===== src/rtl/alu32.sv =====
// alu32: 32-bit registered integer ALU.
// Operations: AND, OR, ADD, SUB, SLT. Codes 011/100/101 produce zero.
// Outputs sum, zout and status are registered, so results appear one cycle after the inputs.
// Optional feature: define ALU32_STATUS_EN to build the N/Z/V status register.
// When that macro is undefined, status is a constant 3'b000.

module alu32 (
    input  logic        clk,
    input  logic        reset,
    input  logic [31:0] a,
    input  logic [31:0] b,
    input  logic [2:0]  gin,
    output logic [31:0] sum,
    output logic        zout,
    output logic [2:0]  status
);

    typedef enum logic [2:0] {
        OP_AND = 3'b000,
        OP_OR  = 3'b001,
        OP_ADD = 3'b010,
        OP_SUB = 3'b110,
        OP_SLT = 3'b111
    } alu_op_e;

    logic [31:0] add_res;
    logic [31:0] sub_res;
    logic        v_sub;
    logic [31:0] sum_d;
    logic [31:0] sum_q;
    logic        zout_d;
    logic        zout_q;

    // Shared adder paths. The subtract overflow bit also corrects the SLT compare.
    always_comb begin
        add_res = a + b;
        sub_res = a + ~b + 32'd1;
        v_sub   = (a[31] != b[31]) && (sub_res[31] != a[31]);
    end

    // Result select. Unused codes fall through and produce zero.
    always_comb begin
        sum_d = '0;
        case (gin)
            OP_AND: sum_d = a & b;
            OP_OR:  sum_d = a | b;
            OP_ADD: sum_d = add_res;
            OP_SUB: sum_d = sub_res;
            OP_SLT: sum_d = {31'd0, sub_res[31] ^ v_sub};
            default: sum_d = '0;
        endcase
        zout_d = (sum_d == '0);
    end

    // Output register. Reset forces outputs low, including zout, even though the sum is zero.
    always_ff @(posedge clk) begin
        if (reset) begin
            sum_q  <= '0;
            zout_q <= 1'b0;
        end else begin
            sum_q  <= sum_d;
            zout_q <= zout_d;
        end
    end

    assign sum  = sum_q;
    assign zout = zout_q;

`ifdef ALU32_STATUS_EN
    logic       v_d;
    logic [2:0] status_d;
    logic [2:0] status_q;

    // Overflow is reported only for ADD and SUB.
    always_comb begin
        v_d = 1'b0;
        case (gin)
            OP_ADD: v_d = (a[31] == b[31]) && (add_res[31] != a[31]);
            OP_SUB: v_d = v_sub;
            default: v_d = 1'b0;
        endcase
        status_d = {sum_d[31], zout_d, v_d};
    end

    // Status register {N, Z, V}. Its timing matches the sum and zout outputs.
    always_ff @(posedge clk) begin
        if (reset) begin
            status_q <= '0;
        end else begin
            status_q <= status_d;
        end
    end

    assign status = status_q;
`else
    assign status = '0;
`endif

endmodule


===== config.mk =====
export PLATFORM = sky130hd
export DESIGN_NAME = alu32
export DESIGN_NICKNAME = d
export VERILOG_FILES = /design/src/rtl/alu32.sv
export SDC_FILE = /design/constraint.sdc
export NUM_CORES = 1
export LEC_CHECK = 0
export ABC_AREA = 0
export ABC_CLOCK_PERIOD_IN_PS = 15000
export BUFFER_PORTS_ARGS = -buffer_cell sky130_fd_sc_hd__buf_4
export CAP_MARGIN = 20
export CORE_MARGIN = 1
export CORE_UTILIZATION = 40
export CTS_CLUSTER_SIZE = 28
export DETAILED_ROUTE_END_ITERATION = 16
export PLACE_DENSITY_LB_ADDON = 0.3
export REMOVE_ABC_BUFFERS = 1
export SLEW_MARGIN = 20
export SYNTH_ARGS = -nofsm -noshare
export SYNTH_HDL_FRONTEND = slang
export SYNTH_SLANG_ARGS = --single-unit
export TNS_END_PERCENT = 10

===== constraint.sdc =====
create_clock -name clk -period 15 [get_ports clk]
set_input_delay 3 -clock clk [delete_from_list [all_inputs] [get_ports clk]]
set_output_delay 3 -clock clk [all_outputs]
set_load 0.05 [all_outputs]

# After elaboration in Yosys (flattened, before gate mapping)
# Index checks and enable logic that the tools add are counted.
# totals
in_bits	69
regBits	33
# op_classes
bitwise_logic	4
n_reduce_logical	3
eq_ne	6
muxes	1
n_addsub	3
# ops
cell	count
case mux 32 bit (5 select lines)	1
adder 32 bit	2
adder 32 x 1 -> 32 bit (second input constant)	1
AND 32 bit	1
zero test 32 bit	1
NOT 32 bit	1
OR 32 bit	1
== test 3 bit (second input constant)	2
== test 3 x 1 -> 1 bit (second input constant)	1
== test 3 x 2 -> 1 bit (second input constant)	1
zero test 3 bit	1
inequality test 1 bit	2
logical AND 1 bit	1
bitwise XOR 1 bit	1

# Longest topological paths before layout
# Gate-level depths: netlist of run 1.
# depth
word_depth	8
mapped_depth	24
depth_no_buf	23

# Least setup slack after synthesis of run 1
# Ideal clock, no wire load.
# synth_path
path_type	input -> register
start	input a[16]
end	register zout_q, in the netlist zout
cell_stages	24
setup_slack_ns	7.988
setup_ns	0.088
arrival_ns	6.925
n_path_buf	1
path_cell_list	inv_1 ha_1 buf_2 nand2b_1 a221o_1 a21oi_1 a32oi_1 o21a_1 o2bb2ai_1 o31ai_1 a21oi_1 nor2_1 nor2_1 fa_1 a31oi_1 mux2i_1 or4b_1 a211oi_1 nand4_1 nor4_1 and4_1 and4b_1 nand4_1 nor4_2
# synth_between
elab_chain_cells	7
# synth_rtl
element	line	source
start: declaration	10	input logic [31:0] a,
adder 32 bit	37	sub_res = a + ~b + 32'd1;
adder 32 x 1 -> 32 bit	37	
inequality test 1 bit	38	v_sub = (a[31] != b[31]) && (sub_res[31] != a[31]);
logical AND 1 bit	38	
bitwise XOR 1 bit	49	OP_SLT: sum_d = {31'd0, sub_res[31] ^ v_sub};
case mux 32 bit (5 select lines) (*)	44	case (gin)
zero test 32 bit (*)	52	zout_d = (sum_d == '0);
end signal: assignment	62	zout_q <= zout_d;
end: declaration	32	logic zout_q;
# Mark *: on every way between the ends. The rest lies on a longest branch, timed or not.
# A chain may end at the register's enable or synchronous reset.

# Final worst setup path of run 1
# Same ends and word-level chain as after synthesis.

==> impl_metrics.env, run 1 <==
export IMPL_grt_max_degree=49
export IMPL_critPathCaptureType="flip-flop"
export IMPL_status="finished clean"
export IMPL_overflow=0
export IMPL_fp_dieArea_sq_mm=0.01621
export IMPL_cpPeakStageDelay_ns=0.52
export IMPL_cp_arrival_ns=7.71
export IMPL_worstPathMaxFanout=12
export IMPL_cts_root_buf="clkbuf_16"
export IMPL_post_route_util=0.4723
export IMPL_postCtsSetupRepairBufs=0
export IMPL_p_sw_mw=0.2101
export IMPL_seq_area_sq_um=660.6
export IMPL_synth_seq_cells=33
export IMPL_fp_dieH_um=127.3
export IMPL_routed_wl_um=20220
export IMPL_io_pins=105
export IMPL_yosysSeqAreaShare=0.1052
export IMPL_cp_top_family="simple AND/OR/NAND/NOR gates"
export IMPL_ys_types=90
export IMPL_worstSetupStartpointType="input port"
export IMPL_wl_met2_um=9154
export IMPL_critical_path_class="in2reg"
export IMPL_met1_length_um=8952
export IMPL_synthMuxAreaShare=0.03525
export IMPL_setup_viol_count_final=0
export IMPL_yosys_top_cells_area="ha_1, dfxtp_1, inv_1, a21oi_1, nor2_1"
export IMPL_slew_violations=0
export IMPL_drive_above_1_share=0.1534
export IMPL_cp_cell_sequence="buf_4 > inv_1 > ha_1 > nand2b_1 > a221o_1 > a21oi_1 > a32oi_1 > o21a_1 > o2bb2ai_1 > o31ai_1 > a21oi_1 > nor2_1 > nor2_1 > fa_1 > a31oi_1 > mux2i_1 > or4b_1 > a211oi_1 > nand4_1 > nor4_1 > and4_1 > and4b_1 > nand4_1 > nor4_2"
export IMPL_initial_core_util=0.4117
export IMPL_synthCells=877
export IMPL_synth_compound_area_share=0.3083
export IMPL_die_x_um=127.3
export IMPL_multi_input_area_sq_mm=0.004950
export IMPL_filler_cell_count=1625
export IMPL_yosysTopAreaCell="ha_1"
export IMPL_cts_sinks=33
export IMPL_synth_adder_area_share=0.2047
export IMPL_synth_top_area_share=0.1952
export IMPL_yosysWarnings=0
export IMPL_p_int_mw=0.2492
export IMPL_hold_ws_ns=3.118
export IMPL_drcViolationCount=0
export IMPL_power_density_mw_per_mm2=63.73
export IMPL_critPathSlowestCell="or4b_1"
export IMPL_place_congestion=0.9322
export IMPL_fin_nets=1108
export IMPL_dp_hpwl_um=15820
export IMPL_via_per_inst=5.801
export IMPL_grt_pass1_wl_um=32200
export IMPL_antenna_found_initial=0
export IMPL_grt_usage=0.2483
export IMPL_clkPwrFrac=0.220
export IMPL_syn_to_final_growth_pct=14.72
export IMPL_cts_resized=0
export IMPL_tightest_slew_ns=0.9969
export IMPL_drtPass1Iterations=6
export IMPL_port_buffers=101
export IMPL_p_comb_frac=0.571
export IMPL_clockBufferDepth=2
export IMPL_fmax_mhz=133.1
export IMPL_ir_drop_mv=0.04673
export IMPL_fin_setup_tns_ns=0
export IMPL_netlist_area_sq_mm=0.006282
export IMPL_ant_nets=0
export IMPL_synthArstFlopShare=0
export IMPL_via_count=6671
export IMPL_grt_pass1_vias=6308
export IMPL_drt_iter0_markers=523
export IMPL_yosys_area_share_simple=0.2113
export IMPL_layout_commonest_cell="inv_1"
export IMPL_h_tree_depth=2
export IMPL_core_area_sq_mm=0.01526
export IMPL_synthFlopType="dfxtp_1"
export IMPL_final_cell_mix="inv_1, buf_4, ha_1"
export IMPL_synth_xor_area_share=0.02649
export IMPL_period_share=0.5008
export IMPL_clkTransAtPathRegs_ns=0.06
export IMPL_pwr_share_seq=0.209
export IMPL_required_ns=15.20
export IMPL_rows=45
export IMPL_ctsHoldBuffers=0
export IMPL_min_path_type="in2reg"
export IMPL_antennaDiodeCount=0
export IMPL_drv_cap=0
export IMPL_avgRoutedWirePerCell_um=17.58
export IMPL_met3_length_um=1286
export IMPL_period_minus_slack_ns=7.513
export IMPL_path_buf_inv=2
export IMPL_cts_inserted_buffers=5
export IMPL_synth_edf_count=0
export IMPL_synth_top_family_by_area="compound AO/OA/AOI/OAI gates"
export IMPL_postSynthAreaPerCell_sq_um=7.163
export IMPL_p_leak_nw=3.350
export IMPL_final_hold_viol_count=0
export IMPL_swShare=0.4574
export IMPL_routed_top_layer="met4"
export IMPL_slew_headroom=0.3354
export IMPL_rsz0062_at_grt="false"
export IMPL_cts_tree="done"
## flip-flops by register name, summed over array words and instances (netlist names)
register / count
zout: 1
sum: 32
## per-layer routing
metal  global-route usage  up-vias
met5                    0        -
met4               0.1162        0
met3              0.02889       57
met2               0.4008      279
met1               0.3297     3095
li1                     -     3240
## metrics by stage
step	std cells	setup slack, ns	total power, mW	area, sq um
after detailed placement	1142	7.257	0.3549	7068
after global routing	1150	7.063	0.4875	7207
final	1150	7.487	0.4593	7207
after global placement	1142	7.422	0.3551	7068
after floorplan	827	8.014	0.2730	6023
after CTS	1150	7.525	0.4565	7207
## path summary, 6_finish.rpt
path / startpoint / end / slack, ns / cells after the start
setup / recovery: a[16] / zout$_SDFF_PP0_ / 7.49 / 24
hold / removal: reset / sum[17]$_SDFF_PP0_ / 3.12 / 2
## synthesized netlist by cell type (4+ instances only)
| library cell | instances |
|---|---|
| a221o_1 | 4 |
| mux2i_1 | 21 |
| nor3_1 | 22 |
| clkbuf_1 | 17 |
| and3_1 | 9 |
| a32oi_1 | 4 |
| buf_2 | 21 |
| a311oi_1 | 6 |
| nand4_1 | 13 |
| inv_2 | 5 |
| o31ai_1 | 11 |
| or3_1 | 5 |
| o22ai_1 | 10 |
| nor2_1 | 86 |
| nand2_1 | 50 |
| a2111oi_0 | 4 |
| a31oi_1 | 6 |
| nor4_1 | 11 |
| nand2b_1 | 9 |
| o221ai_1 | 4 |
| a211oi_1 | 16 |
| nor2b_1 | 23 |
| dfxtp_1 | 33 |
| o21ai_0 | 34 |
| a22oi_1 | 8 |
| ha_1 | 98 |
| a32o_1 | 4 |
| nand3_1 | 11 |
| a21oi_1 | 76 |
| buf_4 | 7 |
| o211ai_1 | 16 |
| xnor2_1 | 16 |
| o21a_1 | 8 |
| buf_1 | 4 |
| inv_1 | 105 |
| a21o_1 | 14 |
## cells by family after synthesis
| family | count (synthesis) |
|---|---|
| xor gates and xnor gates | 19 |
| other | 1 |
| adders and majority gates | 101 |
| muxes | 22 |
| and+or+nand+nor | 265 |
| DFF | 33 |
| AOI/OAI and AO/OA | 274 |
| buffers and inverters | 162 |
## power by group through the flow
stage                     sequential [mW]  combinational, mW  clock, mW
after floorplan                     0.121              0.152          0
after global placement             0.0981              0.257          0
after detailed placement           0.0981              0.257          0
after CTS                          0.0962              0.258      0.102
after global routing               0.0967              0.284      0.107
final                              0.0961              0.262      0.101
## layout make-up
class / instances / area share
well taps: 211 / 0.03663
repair buffers: 104 / 0.1083
inverters: 110 / 0.05729
clock inverters: 2 / 0.001389
flip-flops and latches: 33 / 0.09167
clock buffers: 6 / 0.01788
multi-input cells: 684 / 0.6868
No activity file was read; power rests on OpenSTA's default activity.
==> run 2: changes to the inputs <==
--- a/config.mk
+++ b/config.mk
@@ -6,7 +6,7 @@
 export NUM_CORES = 1
 export LEC_CHECK = 0
 export ABC_AREA = 0
-export ABC_CLOCK_PERIOD_IN_PS = 15000
+export ABC_CLOCK_PERIOD_IN_PS = 7400
 export BUFFER_PORTS_ARGS = -buffer_cell sky130_fd_sc_hd__buf_4
 export CAP_MARGIN = 20
 export CORE_MARGIN = 1
==> constraint.sdc (replaced) <==
create_clock -name clk -period 7.4 [get_ports clk]
set_input_delay 1.48 -clock clk [delete_from_list [all_inputs] [get_ports clk]]
set_output_delay 1.48 -clock clk [all_outputs]
set_load 0.05 [all_outputs]
==> impl_metrics.env, run 2 (synthesized netlist as in run 1, its figures left out) <==
export IMPL_status="finished clean"
export IMPL_dpl_cell_area_sq_mm=0.007061
export IMPL_ant_nets=0
export IMPL_antennaDiodeCount=0
export IMPL_cp_top_family="simple AND/OR/NAND/NOR gates"
export IMPL_met3_length_um=1243
export IMPL_fin_setup_tns_ns=0
export IMPL_cts_sinks=33
export IMPL_fp_dieArea_sq_mm=0.01621
export IMPL_slew_headroom=0.3495
export IMPL_port_buffers=101
export IMPL_h_tree_depth=2
export IMPL_cp_depth=24
export IMPL_cp_cell_sequence="buf_4 > inv_1 > ha_1 > nand2b_1 > a221o_1 > a21oi_1 > a32oi_1 > o21a_1 > o2bb2ai_1 > o31ai_1 > a21oi_1 > nor2_1 > nor2_1 > fa_1 > a31oi_1 > mux2i_1 > or4b_1 > a211oi_1 > nand4_1 > nor4_1 > and4_1 > and4b_1 > nand4_1 > nor4_2"
export IMPL_overflow=0
export IMPL_drive_above_1_share=0.1525
export IMPL_worstPathMaxFanout=12
export IMPL_pre_cts_ws_ns=1.167
export IMPL_worstSetupStartpointType="input port"
export IMPL_fmax_mhz=166.1
export IMPL_rsz0062_at_grt="false"
export IMPL_power_density_mw_per_mm2=129.2
export IMPL_total_power_mw=0.9299
export IMPL_drv_cap=0
export IMPL_slew_violations=0
export IMPL_design_area_sq_mm=0.007199
export IMPL_cts_root_buf="clkbuf_16"
export IMPL_stdcell_count=1149
export IMPL_io_pins=105
export IMPL_routed_wl_um=20180
export IMPL_path_buf_inv=2
export IMPL_grt_max_degree=49
export IMPL_grt_pass1_vias=6121
export IMPL_fin_nets=1107
export IMPL_final_cell_mix="inv_1, buf_4, ha_1"
export IMPL_via_per_inst=5.811
export IMPL_final_hold_viol_count=0
export IMPL_required_ns=7.60
export IMPL_routed_top_layer="met4"
export IMPL_placed_cells=1141
export IMPL_clockBufferDepth=2
export IMPL_avgRoutedWirePerCell_um=17.56
export IMPL_whs_path_depth=2
export IMPL_cts_resized=0
export IMPL_met1_length_um=8853
export IMPL_dp_hpwl_um=15780
export IMPL_tightest_slew_ns=0.9758
export IMPL_core_area_sq_mm=0.01526
export IMPL_cts_tree="done"
export IMPL_period_share=0.8133
export IMPL_min_path_type="in2reg"
export IMPL_syn_to_final_growth_pct=14.60
export IMPL_critPathSlowestCell="or4b_1"
export IMPL_rows=45
export IMPL_cp_arrival_ns=6.21
export IMPL_fp_dieH_um=127.3
export IMPL_drcViolationCount=0
export IMPL_drt_iter0_markers=513
export IMPL_post_route_util=0.4718
export IMPL_antenna_found_initial=0
export IMPL_clkTransAtPathRegs_ns=0.05
export IMPL_grt_pass1_wl_um=31450
export IMPL_p_leak_nw=3.345
export IMPL_setup_viol_count_final=0
export IMPL_largest_register_ffs=32
export IMPL_wl_met2_um=9164
export IMPL_die_x_um=127.3
export IMPL_via_count=6677
export IMPL_cpPeakStageDelay_ns=0.53
export IMPL_critPathCaptureType="flip-flop"
export IMPL_grt_usage=0.2454
export IMPL_postCtsSetupRepairBufs=0
export IMPL_drtPass1Iterations=7
export IMPL_cts_inserted_buffers=5
export IMPL_ctsHoldBuffers=0
export IMPL_fin_ws_ns=1.381
export IMPL_period_minus_slack_ns=6.019
export IMPL_hold_ws_ns=1.595
export IMPL_layout_commonest_cell="inv_1"
export IMPL_ir_drop_mv=0.06904
export IMPL_filler_cell_count=1626
export IMPL_place_congestion=0.9311
export IMPL_initial_core_util=0.4117
export IMPL_critical_path_class="in2reg"
-- run 2: changes by cell type in the layout (fill, tap and decap cells not counted), sizes merged --
cell,previous run,this run
buf,104,103
-- run 2: worst paths after layout --
check                 start            endpoint  slack (ns)
worst max-delay path  a[16]     zout$_SDFF_PP0_        1.38
worst min-delay path  reset  sum[15]$_SDFF_PP0_        1.60
-- run 2: layer usage --
metal | track usage | up-vias
li1 | - | 3233
met1 | 0.3250 | 3098
met2 | 0.3944 | 287
met3 | 0.02345 | 59
met4 | 0.1296 | 0
met5 | 0 | -
-- run 2: cell type report --
type                    instances  area (sq um)  share of cell area
multi-input cells             684          4950              0.6875
inverters                     110         412.9             0.05735
repair buffers                103         773.2              0.1074
well taps                     211         264.0             0.03667
flip-flops and latches         33         660.6             0.09176
clock buffers                   6         128.9             0.01790
clock inverters                 2         10.01            0.001390
-- run 2: power by group --
group          switching (mW)  leakage [nW]  internal (mW)  total, mW
Clock                  0.0818        0.0706          0.124      0.205
Combinational           0.339          3.00          0.190      0.530
Sequential            0.00381         0.271          0.191      0.195
Total                   0.425          3.35          0.505      0.930
